File: src/rtl/elastic_latch.sv
// Handshaked first-word-fall-through pipeline latch carrying an opaque payload.
// It holds DEPTH entries, supports a global stall (en) and a synchronous flush, and tracks peak occupancy.
module elastic_latch #(
    parameter int WIDTH = 96,
    parameter int DEPTH = 2,
    parameter int CNTW  = $clog2(DEPTH + 1)
) (
    input  logic             CLK,
    input  logic             RST,
    input  logic             en,
    input  logic             flush,
    input  logic             in_valid,
    output logic             in_ready,
    input  logic [WIDTH-1:0] in_data,
    output logic             out_valid,
    input  logic             out_ready,
    output logic [WIDTH-1:0] out_data,
    output logic [CNTW-1:0]  count,
    output logic [CNTW-1:0]  max_count
);

    localparam int              PW       = (DEPTH > 1) ? $clog2(DEPTH) : 1;
    localparam logic [CNTW-1:0] DEPTH_C  = CNTW'(DEPTH);
    localparam logic [PW-1:0]   LAST_PTR = PW'(DEPTH - 1);

    logic [WIDTH-1:0] mem [DEPTH];
    logic [PW-1:0]    rd_ptr, wr_ptr, rd_ptr_nxt, wr_ptr_nxt;
    logic [CNTW-1:0]  cnt, cnt_nxt, max_cnt;
    logic             push, pop;

    // Pointers wrap explicitly so non-power-of-two depths work.
    function automatic logic [PW-1:0] ptr_inc(input logic [PW-1:0] p);
        return (p == LAST_PTR) ? '0 : p + PW'(1);
    endfunction

    // in_ready deliberately ignores out_ready: a full buffer never accepts in its draining cycle.
    assign in_ready  = en & ~flush & ~RST & (cnt < DEPTH_C);
    assign out_valid = (cnt != '0);
    assign out_data  = out_valid ? mem[rd_ptr] : '0;
    assign push      = in_valid & in_ready;
    assign pop       = out_valid & out_ready & en & ~flush;
    assign count     = cnt;
    assign max_count = max_cnt;

    always_comb begin
        rd_ptr_nxt = rd_ptr;
        wr_ptr_nxt = wr_ptr;
        cnt_nxt    = cnt;
        if (flush) begin
            rd_ptr_nxt = '0;
            wr_ptr_nxt = '0;
            cnt_nxt    = '0;
        end else begin
            if (push) wr_ptr_nxt = ptr_inc(wr_ptr);
            if (pop)  rd_ptr_nxt = ptr_inc(rd_ptr);
            case ({push, pop})
                2'b10:   cnt_nxt = cnt + CNTW'(1);
                2'b01:   cnt_nxt = cnt - CNTW'(1);
                default: cnt_nxt = cnt;
            endcase
        end
    end

    // Control state: pointers, occupancy, sticky high-water mark.
    always_ff @(posedge CLK) begin
        if (RST) begin
            rd_ptr  <= '0;
            wr_ptr  <= '0;
            cnt     <= '0;
            max_cnt <= '0;
        end else begin
            rd_ptr <= rd_ptr_nxt;
            wr_ptr <= wr_ptr_nxt;
            cnt    <= cnt_nxt;
            if (cnt_nxt > max_cnt) max_cnt <= cnt_nxt;
        end
    end

    // Payload storage is never reset; the out_data mux hides stale entries.
    always_ff @(posedge CLK) begin
        if (push) mem[wr_ptr] <= in_data;
    end

endmodule

File: config.mk
export PLATFORM = sky130hd
export DESIGN_NAME = elastic_latch
export DESIGN_NICKNAME = d
export VERILOG_FILES = /design/src/rtl/elastic_latch.sv
export SDC_FILE = /design/constraint.sdc
export NUM_CORES = 1
export LEC_CHECK = 0
export ABC_AREA = 1
export BUFFER_PORTS_ARGS = -buffer_cell sky130_fd_sc_hd__clkbuf_2
export CORE_MARGIN = 2
export CORE_UTILIZATION = 25
export DETAILED_ROUTE_END_ITERATION = 12
export PLACE_DENSITY_LB_ADDON = 0.12
export REMOVE_ABC_BUFFERS = 1
export SLEW_MARGIN = 20
export SYNTH_ARGS = -nofsm -noshare
export SYNTH_HDL_FRONTEND = slang
export SYNTH_SLANG_ARGS = --single-unit
export TNS_END_PERCENT = 20
File: constraint.sdc
create_clock -name CLK -period 7.4 [get_ports CLK]
set_input_delay 1.11 -clock CLK [delete_from_list [all_inputs] [get_ports CLK]]
set_output_delay 1.11 -clock CLK [all_outputs]
set_load 0.01 [all_outputs]
==> results of run 1 <==
[cell families (layout without fill, tap and decap cells)]
group	after synthesis	after routing	synth area share, %
AND/OR/NAND/NOR	220	220	11.2
adder cells (fa/ha/maj)	3	3	0.495
XOR/XNOR	2	2	0.231
buffers and inverters	47	256	3.60
AO/OA/AOI/OAI	100	100	6.60
flip-flops	199	199	77.9
[worst min-delay path by stage]
stage | start | end | depth (start not counted)
floorplan | wr_ptr | wr_ptr | 2
global placement | rd_ptr | rd_ptr | 2
detailed placement | rd_ptr | flip-flop | 2
CTS | rd_ptr | flip-flop | 2
global route | rd_ptr | flip-flop | 2
finish | rd_ptr | flip-flop | 2
[power by group]
group	leakage (nW)	switching (mW)	internal, mW
Clock	0.292	0.422	0.508
Sequential	1.79	0.00559	1.25
Combinational	1.63	0.0548	0.0383
Total	3.72	0.482	1.80
[critical path: stages (launching register included)]
cell and delay [ps]:
dfxtp_1 380, nor2_4 760, buf_4 750, a21oi_1 160
clkbuf_2 180
[cell usage in the layout, fill, tap and decap left out]
cell / synthesis / layout
clkbuf_2: 0 / 203
nand2_1: 202 / 202
edfxtp_1: 192 / 192
a21oi_1: 98 / 98
clkbuf_16: 0 / 17
inv_1: 15 / 15
nor2_1: 11 / 9
inv_6: 0 / 6
dfxtp_1: 7 / 6
buf_4: 8 / 5
nor2_4: 2 / 4
nand3_1: 3 / 3
ha_1: 3 / 3
nand4_1: 2 / 2
clkinv_2: 0 / 2
o21ai_0: 2 / 2
inv_8: 0 / 2
clkinv_4: 0 / 2
clkinv_1: 0 / 2
bufinv_16: 0 / 2
xor2_1: 1 / 1
xnor2_1: 1 / 1
dfxtp_4: 0 / 1
[cells in the mapped netlist]
master | count | area share, %
nand3_1 | 3 | 0.20
edfxtp_1 | 192 | 76
nand4_1 | 2 | 0.16
xnor2_1 | 1 | 0.12
inv_1 | 15 | 0.74
buf_2 | 17 | 1.1
inv_2 | 1 | 0.049
nand2_1 | 202 | 10
a21oi_1 | 98 | 6.5
dfxtp_1 | 7 | 1.8
nor2_1 | 11 | 0.54
buf_4 | 8 | 0.79
o21ai_0 | 2 | 0.13
buf_6 | 6 | 0.89
ha_1 | 3 | 0.50
xor2_1 | 1 | 0.12
nor2_4 | 2 | 0.30
[cell type report]
| class | instances | area share, % |
|---|---|---|
| inverters | 16 | 0.644 |
| repair buffers | 208 | 11.1 |
| well taps | 390 | 5.12 |
| flip-flops and latches | 199 | 62.1 |
| multi-input cells | 325 | 14.9 |
| clock inverters | 15 | 1.73 |
| clock buffers | 17 | 4.47 |
[through the flow]
stage / worst slack (ps) / area [um2] / std cells
2_1_floorplan: 1380 / 7370 / 540
3_3_place_gp: 3400 / 8930 / 1138
3_5_place_dp: 3340 / 8930 / 1138
4_1_cts: 3450 / 9520 / 1170
5_1_grt: 3330 / 9520 / 1170
6_report: 3580 / 9520 / 1170
[state kept, by name (all words and copies together), names as in the netlist, named ones only]
| signal | cells |
|---|---|
| mem | 192 |
| count | 2 |
| max_count | 2 |
| rd_ptr | 1 |
| wr_ptr | 1 |
[routing by layer]
layer,up-vias,part of all wire (%),GRT usage (%),wire length (um)
met5,-,0.13,0,25
li1,2384,-,-,-
met3,13,8.8,4.52,1660
met1,2361,45,15.7,8520
met2,157,45,18.5,8560
met4,4,0.95,3.18,180
==> impl_metrics.ini, run 1 <==
[yosys]
seq_area_frac_synth_pct = 77.9
synth.distinct_cells = 17
avgSynthCellArea_um2 = 13.3
synth.cell_area_um2 = 7580
postSynthCellCount = 571
yosysWarnings = 0
yosys_register_bits = 199

[clocking]
h-tree-depth = 4
cts_tree = built
cts_resized = 0
postCtsSetupRepairBufs = 0
hold_buffers = 0
cts.sinks = 199
insertion_delay_ps = 430
clockBufferDepth = 2
clock_tree.root_cell = clkbuf_16
cts.clk_slew.worst_paths_ps = 80
numCtsBuffers = 17

[route]
wl_per_cell_um = 16.2
wl_um = 18900
dr.pass1.iters = 5
viasPerCell = 4.20
drcViolationCount = 0
drtAntennaViolNets = 0
drt_iter0_drc = 256
vias = 4919

[floorplanning]
start_util_pct = 25.5
core_area_um2 = 29700
fp.dieH_um = 178
placementRows = 63
dieArea_um2 = 31700
die_width_um = 178
io-pin-count = 204

[sta]
timing.hold.ws_ps = 553
worst_pin_slew_ps = 996
setup_violations = 0
timing.setup.tns_ps = 0
hold_viol_final = 0
rsz0062_at_grt = no
period_share_pct = 51.6
layout_min_cycle_time_ps = 3820
max_slew_margin_pct = 33.5
slew_violations = 0
max_freq_mhz = 262
skew_ps = 14.8

[finish]
seq_area_um2 = 5910
post-route-util_pct = 32.0
nFillCells = 2975
multiInputGateArea_um2 = 1420
final_nets = 872
syn_to_final_growth_pct = 25.6
antenna_cells = 0
drive_gt1_share_pct = 31.3

[setup_path]
r2r_slack_ps = 4360
critical_path.startpoint = count[0]
worstPathArrival_ps = 2710
critPathLaunchType = flip-flop
r2r_start = count[1]
worstRegToRegCells = 4
required_ps = 6290
crit_type = flip-flop to output pin
endpoint_kind = output pin
path_max_fanout = 65
reg2reg_to = mem[1][64]
endpoint = out_data[43]

[grt]
grt_pass1_wl_um = 28200
antenna_found_initial = 2
grtUsageTotal_pct = 11.9
grt_pass1_vias = 5005
overflow = 0
grt_max_degree = 78

[place]
io_buffers = 203
dp_hpwl_um = 11800
globalplace.congestion = 0.763

[power]
power.density_nw_per_um2 = 239
leakage_nw = 3.72
ir_worst_vdd_v = 0.000117
power_mw = 2.28

[min_path]
hold_class = flip-flop to flip-flop

[status]
outcome = finished, final reports clean

[run]
maxCapViolations = 0
Note: power is estimated with default switching activity, not from simulation.
==> run 2: changes to the inputs <==
clock period = 3.3 ns   (was 7.4 ns; I/O delays follow)
==> impl_metrics.ini, run 2 (synthesis gave the netlist of run 1 again) <==
[grt]
grt_pass1_vias = 4979
antenna_found_initial = 0
grt_max_degree = 98
grt_pass1_wl_um = 28300
overflow = 0
grtUsageTotal_pct = 12.0

[finish]
layout_common_cells = 203 x clkbuf_2, 202 x nand2_1, 192 x edfxtp_1, 98 x a21oi_1, 17 x clkbuf_16
final_cells = 1178
final_common_cell = clkbuf_2
multiInputGateArea_um2 = 1420
largest_reg_flops = 192
syn_to_final_growth_pct = 26.7
final_nets = 880
antenna_cells = 0
seq_area_um2 = 5910
drive_gt1_share_pct = 32.1
nFillCells = 2994
largest_register = mem

[sta]
slew_violations = 0
timing.setup.tns_ps = 0
worst_pin_slew_ps = 722
timing.hold.ws_ps = 254
max_freq_mhz = 400
hold_viol_final = 0
period_share_pct = 75.7
skew_ps = 12.1
setup_violations = 0
rsz0062_at_grt = no
layout_min_cycle_time_ps = 2500
max_slew_margin_pct = 51.9

[min_path]
hold_class = primary input to flip-flop
holdPathStages = 1

[run]
maxCapViolations = 0

[floorplanning]
core_area_um2 = 29700
dieArea_um2 = 31700
fp.dieH_um = 178
die_width_um = 178
start_util_pct = 25.5
io-pin-count = 204
placementRows = 63

[clocking]
cts_resized = 0
clockBufferDepth = 2
h-tree-depth = 4
clock_tree.root_cell = clkbuf_16
cts.sinks = 199
hold_buffers = 0
postCtsSetupRepairBufs = 0
numCtsBuffers = 17
cts_tree = built
insertion_delay_ps = 430
cts.clk_slew.worst_paths_ps = 80

[route]
wl_um = 18800
wl_per_cell_um = 15.9
drtAntennaViolNets = 0
vias = 4923
viasPerCell = 4.18
dr.pass1.iters = 4
drt_iter0_drc = 244
drcViolationCount = 0

[place]
globalplace.congestion = 0.725
io_buffers = 203
dp_hpwl_um = 11500
dp_cells = 1146

[setup_path]
worstPathArrival_ps = 2820
path_max_fanout = 5
worstRegToRegCells = 15
endpoint_kind = flip-flop
required_ps = 3620
critPathLaunchType = flip-flop
crit_type = flip-flop to flip-flop

[power]
ir_worst_vdd_v = 0.000319
leakage_nw = 3.76
power_mw = 5.11
power.density_nw_per_um2 = 532

[status]
outcome = finished, final reports clean
run 2: cell types whose count changed in the layout (fill, tap and decap cells not counted), sizes merged:
cell / change
clkinv: +2
inv: -4
clkinvlp: +2
buf: +8
run 2: layout make-up:
| type | count | share of cell area [%] |
|---|---|---|
| multi-input cells | 325 | 14.8 |
| well taps | 390 | 5.08 |
| clock inverters | 15 | 1.58 |
| flip-flops and latches | 199 | 61.5 |
| repair buffers | 216 | 12.0 |
| clock buffers | 17 | 4.43 |
| inverters | 16 | 0.638 |
run 2: final timing paths:
path / from / to / slack (ps)
worst min register to register: rd_ptr / rd_ptr / 520
worst max register to register: count[1] / max_count[0] / 800
worst min-delay path: in_data[39] / mem[1][39] / 250
worst max-delay path: count[1] / max_count[0] / 800
run 2: stage by stage:
step                worst slack [ps]  util (%)  instance area (um2)
floorplan                      -2100         -                 7370
global placement                 617      30.4                 9030
detailed placement               480      30.4                 9030
CTS                              823      32.3                 9610
global route                     603      32.3                 9610
finish                           803      32.3                 9610
run 2: where the power goes:
part | total, mW | switching (mW) | internal (mW) | leakage [nW]
Combinational | 0.211 | 0.121 | 0.0898 | 1.69
Clock | 2.09 | 0.967 | 1.12 | 0.282
Sequential | 2.81 | 0.0129 | 2.80 | 1.79
run 2: worst max-delay path: stages (launching register included):
cell	delay [ps]
dfxtp_1	380
inv_1	120
nand4_1	310
ha_1	450
inv_1	70
nand3_1	80
nand2_1	70
nand3_1	110
inv_1	60
ha_1	290
nand2_1	80
nand2_1	50
nand2_1	80
inv_1	60
o21ai_0	140
nor2_1	50
run 2: per-layer routing:
metal  wire (um)  part of all wire, %  up-vias  GRT usage [%]
met4         209                  1.1        0           3.86
li1            -                    -     2404              -
met2        8900                   47      140           19.3
met5           0                    0        -              0
met1        8260                   44     2368           15.3
met3        1410                  7.5       11           3.73
==> run 3: changes to the inputs <==
ABC_AREA = 0   (was 1)
clock period = 2.23 ns   (was 3.3 ns; I/O delays follow)
==> impl_metrics.ini, run 3 <==
[status]
outcome = complete, but fails checks
violations = negative setup slack

[power]
power_mw = 7.40
ir_worst_vdd_v = 0.000327
power.density_nw_per_um2 = 735
leakage_nw = 3.60

[place]
dpl_cell_area_um2 = 9250
io_buffers = 203
dp_hpwl_um = 11000
globalplace.congestion = 0.727

[yosys]
synth_edf_count = 192
yosys_register_bits = 199
synth.cell_area_um2 = 7560
synthMostInstantiatedCell = edfxtp_1
synth_area_leaders = edfxtp_1 76%, mux2i_1 13%, nor2_1 5.1%
yosys-top-cells-count = 192 x edfxtp_1, 102 x nor2_1, 97 x mux2i_1
synth_top_cell_by_area = edfxtp_1
avgSynthCellArea_um2 = 16.8
yosysWarnings = 0
postSynthCellCount = 450
synth.distinct_cells = 22
ys.flop_type = edfxtp_1
synth_top_area_share_pct = 76.3
synthArstFlopShare_pct = 0
seq_area_frac_synth_pct = 78.1

[floorplanning]
core_area_um2 = 29700
die_width_um = 178
io-pin-count = 204
placementRows = 63
fp.dieH_um = 178
start_util_pct = 25.4
dieArea_um2 = 31600

[min_path]
hold_class = primary input to flip-flop

[finish]
nFillCells = 2951
largest_register = mem
layout_common_cells = 202 x clkbuf_2, 192 x edfxtp_1, 98 x nor2_1, 97 x mux2i_1, 26 x buf_4
final_nets = 791
syn_to_final_growth_pct = 33.2
drive_gt1_share_pct = 40.8
largest_reg_flops = 192
design_area_um2 = 10100
final_common_cell = clkbuf_2

[grt]
groute.layer.met3.usage_pct = 4.18
grt_pass1_vias = 4870
use_met2_pct = 18.0
met1_usage_pct = 13.6
grtUsageTotal_pct = 11.1
antenna_found_initial = 1
grt_pass1_wl_um = 26300
grt.busiest_layer = met2
grt_max_degree = 97
overflow = 0

[sta]
worst_pin_slew_ps = 348
hold_viol_final = 0
slew_violations = 0
skew_ps = 16.8
setup_violations = 2
max_slew_margin_pct = 76.8
fin_ws_ps = -353
max_freq_mhz = 387
layout_min_cycle_time_ps = 2580
period_share_pct = 116
rsz0062_at_grt = yes

[clocking]
hold_buffers = 0
cts_tree = built
clockBufferDepth = 2
cts.sinks = 199
insertion_delay_ps = 430
clock_tree.root_cell = clkbuf_16
h-tree-depth = 4
numCtsBuffers = 17
cts.clk_slew.worst_paths_ps = 80

[route]
dr.pass1.iters = 4
drt_iter0_drc = 181
viasPerCell = 4.12
wl_um = 17700
drtAntennaViolNets = 0
vias = 4492
drcViolationCount = 0
wl_per_cell_um = 16.2

[run]
maxCapViolations = 0

[setup_path]
endpoint_kind = flip-flop
path_max_fanout = 3
required_ps = 2570
crit_type = flip-flop to flip-flop
critPathLaunchType = flip-flop
worstPathArrival_ps = 2920
==> run 3: cell count changes after synthesis, moves of 2 or more <==
cell / change
nand2_1: -199
inv_1: -11
nor2_4: -2
buf_2: -2
buf_4: -7
nor3_1: +5
nand4_1: -2
mux2i_1: +97
a21oi_1: -97
nor2_1: +91
clkbuf_1: +7
nand3_1: -2
buf_6: -6
==> run 3: logic make-up after synthesis <==
logic type,count (synthesis),synth area share [%]
AO/OA/AOI/OAI,4,0.314
XOR/XNOR,4,0.464
adder cells (fa/ha/maj),3,0.497
buffers and inverters,27,1.64
flip-flops,199,78.1
multiplexers,97,12.8
AND/OR/NAND/NOR,116,6.11
==> run 3: metrics by stage <==
stage | hold WS (ps) | TNS [ps] | util [%] | worst slack [ps] | instances
after CTS | 53.1 | -842 | 33.7 | -369 | 1090
after global placement | 480 | -1220 | 31.1 | -628 | 1043
after global routing | 50.9 | -848 | 33.9 | -427 | 1089
after floorplan | 404 | -879020 | - | -3960 | 427
final | 81.3 | -701 | 33.9 | -353 | 1090
after detailed placement | 528 | -1440 | 31.1 | -742 | 1043
==> run 3: final timing paths <==
path / start / to / slack [ps] / cells past startpoint
max: count[1] / max_count[0] / -350 / 13
min: in_data[15] / mem[0][15] / 80 / 1
max reg2reg: count[1] / max_count[0] / -350 / 13
min reg2reg: max_count[1] / max_count[1] / 550 / 2
==> run 3: cell type report <==
class                   count  area [um2]  share of cell area [%]
clock inverters            13         133                    1.32
flip-flops and latches    199        5910                    58.7
multi-input cells         224        1640                    16.3
well taps                 390         488                    4.85
diodes                      1        2.50                  0.0249
repair buffers            240        1440                    14.3
clock buffers              19         433                    4.30
inverters                   4        15.0                   0.149
==> run 3: routing by layer <==
layer  vias up  wire [um]
met4         0        158
met3         9       1320
met2       130       8490
met5         -          0
li1       2129          -
met1      2224       7690
==> run 3: worst max-delay path, cell delays in order, from the launching register on <==
cell and delay, ps:
dfxtp_2 340, buf_6 120, nor2_4 90, inv_2 40, and4b_1 200, ha_4 250, or3_4 390, and2_4 180
nor2_4 110, ha_4 210, nor2b_4 130, o21ai_4 170, mux2i_1 200, nor2_1 50
==> run 3: where the power goes <==
part	switching, mW	total [mW]	internal, mW
logic	0.125	0.239	0.114
registers	0.00808	4.14	4.13
clock network	1.38	3.02	1.65
total	1.51	7.40	5.89
==> run 3: repair_timing <==
action                                  4_1_cts  5_1_grt
buffers inserted                             16        1
gates cloned                                  0        1
pin swaps                                    11        3
resized for setup                            16       10
endpoints found under the setup margin       98       96
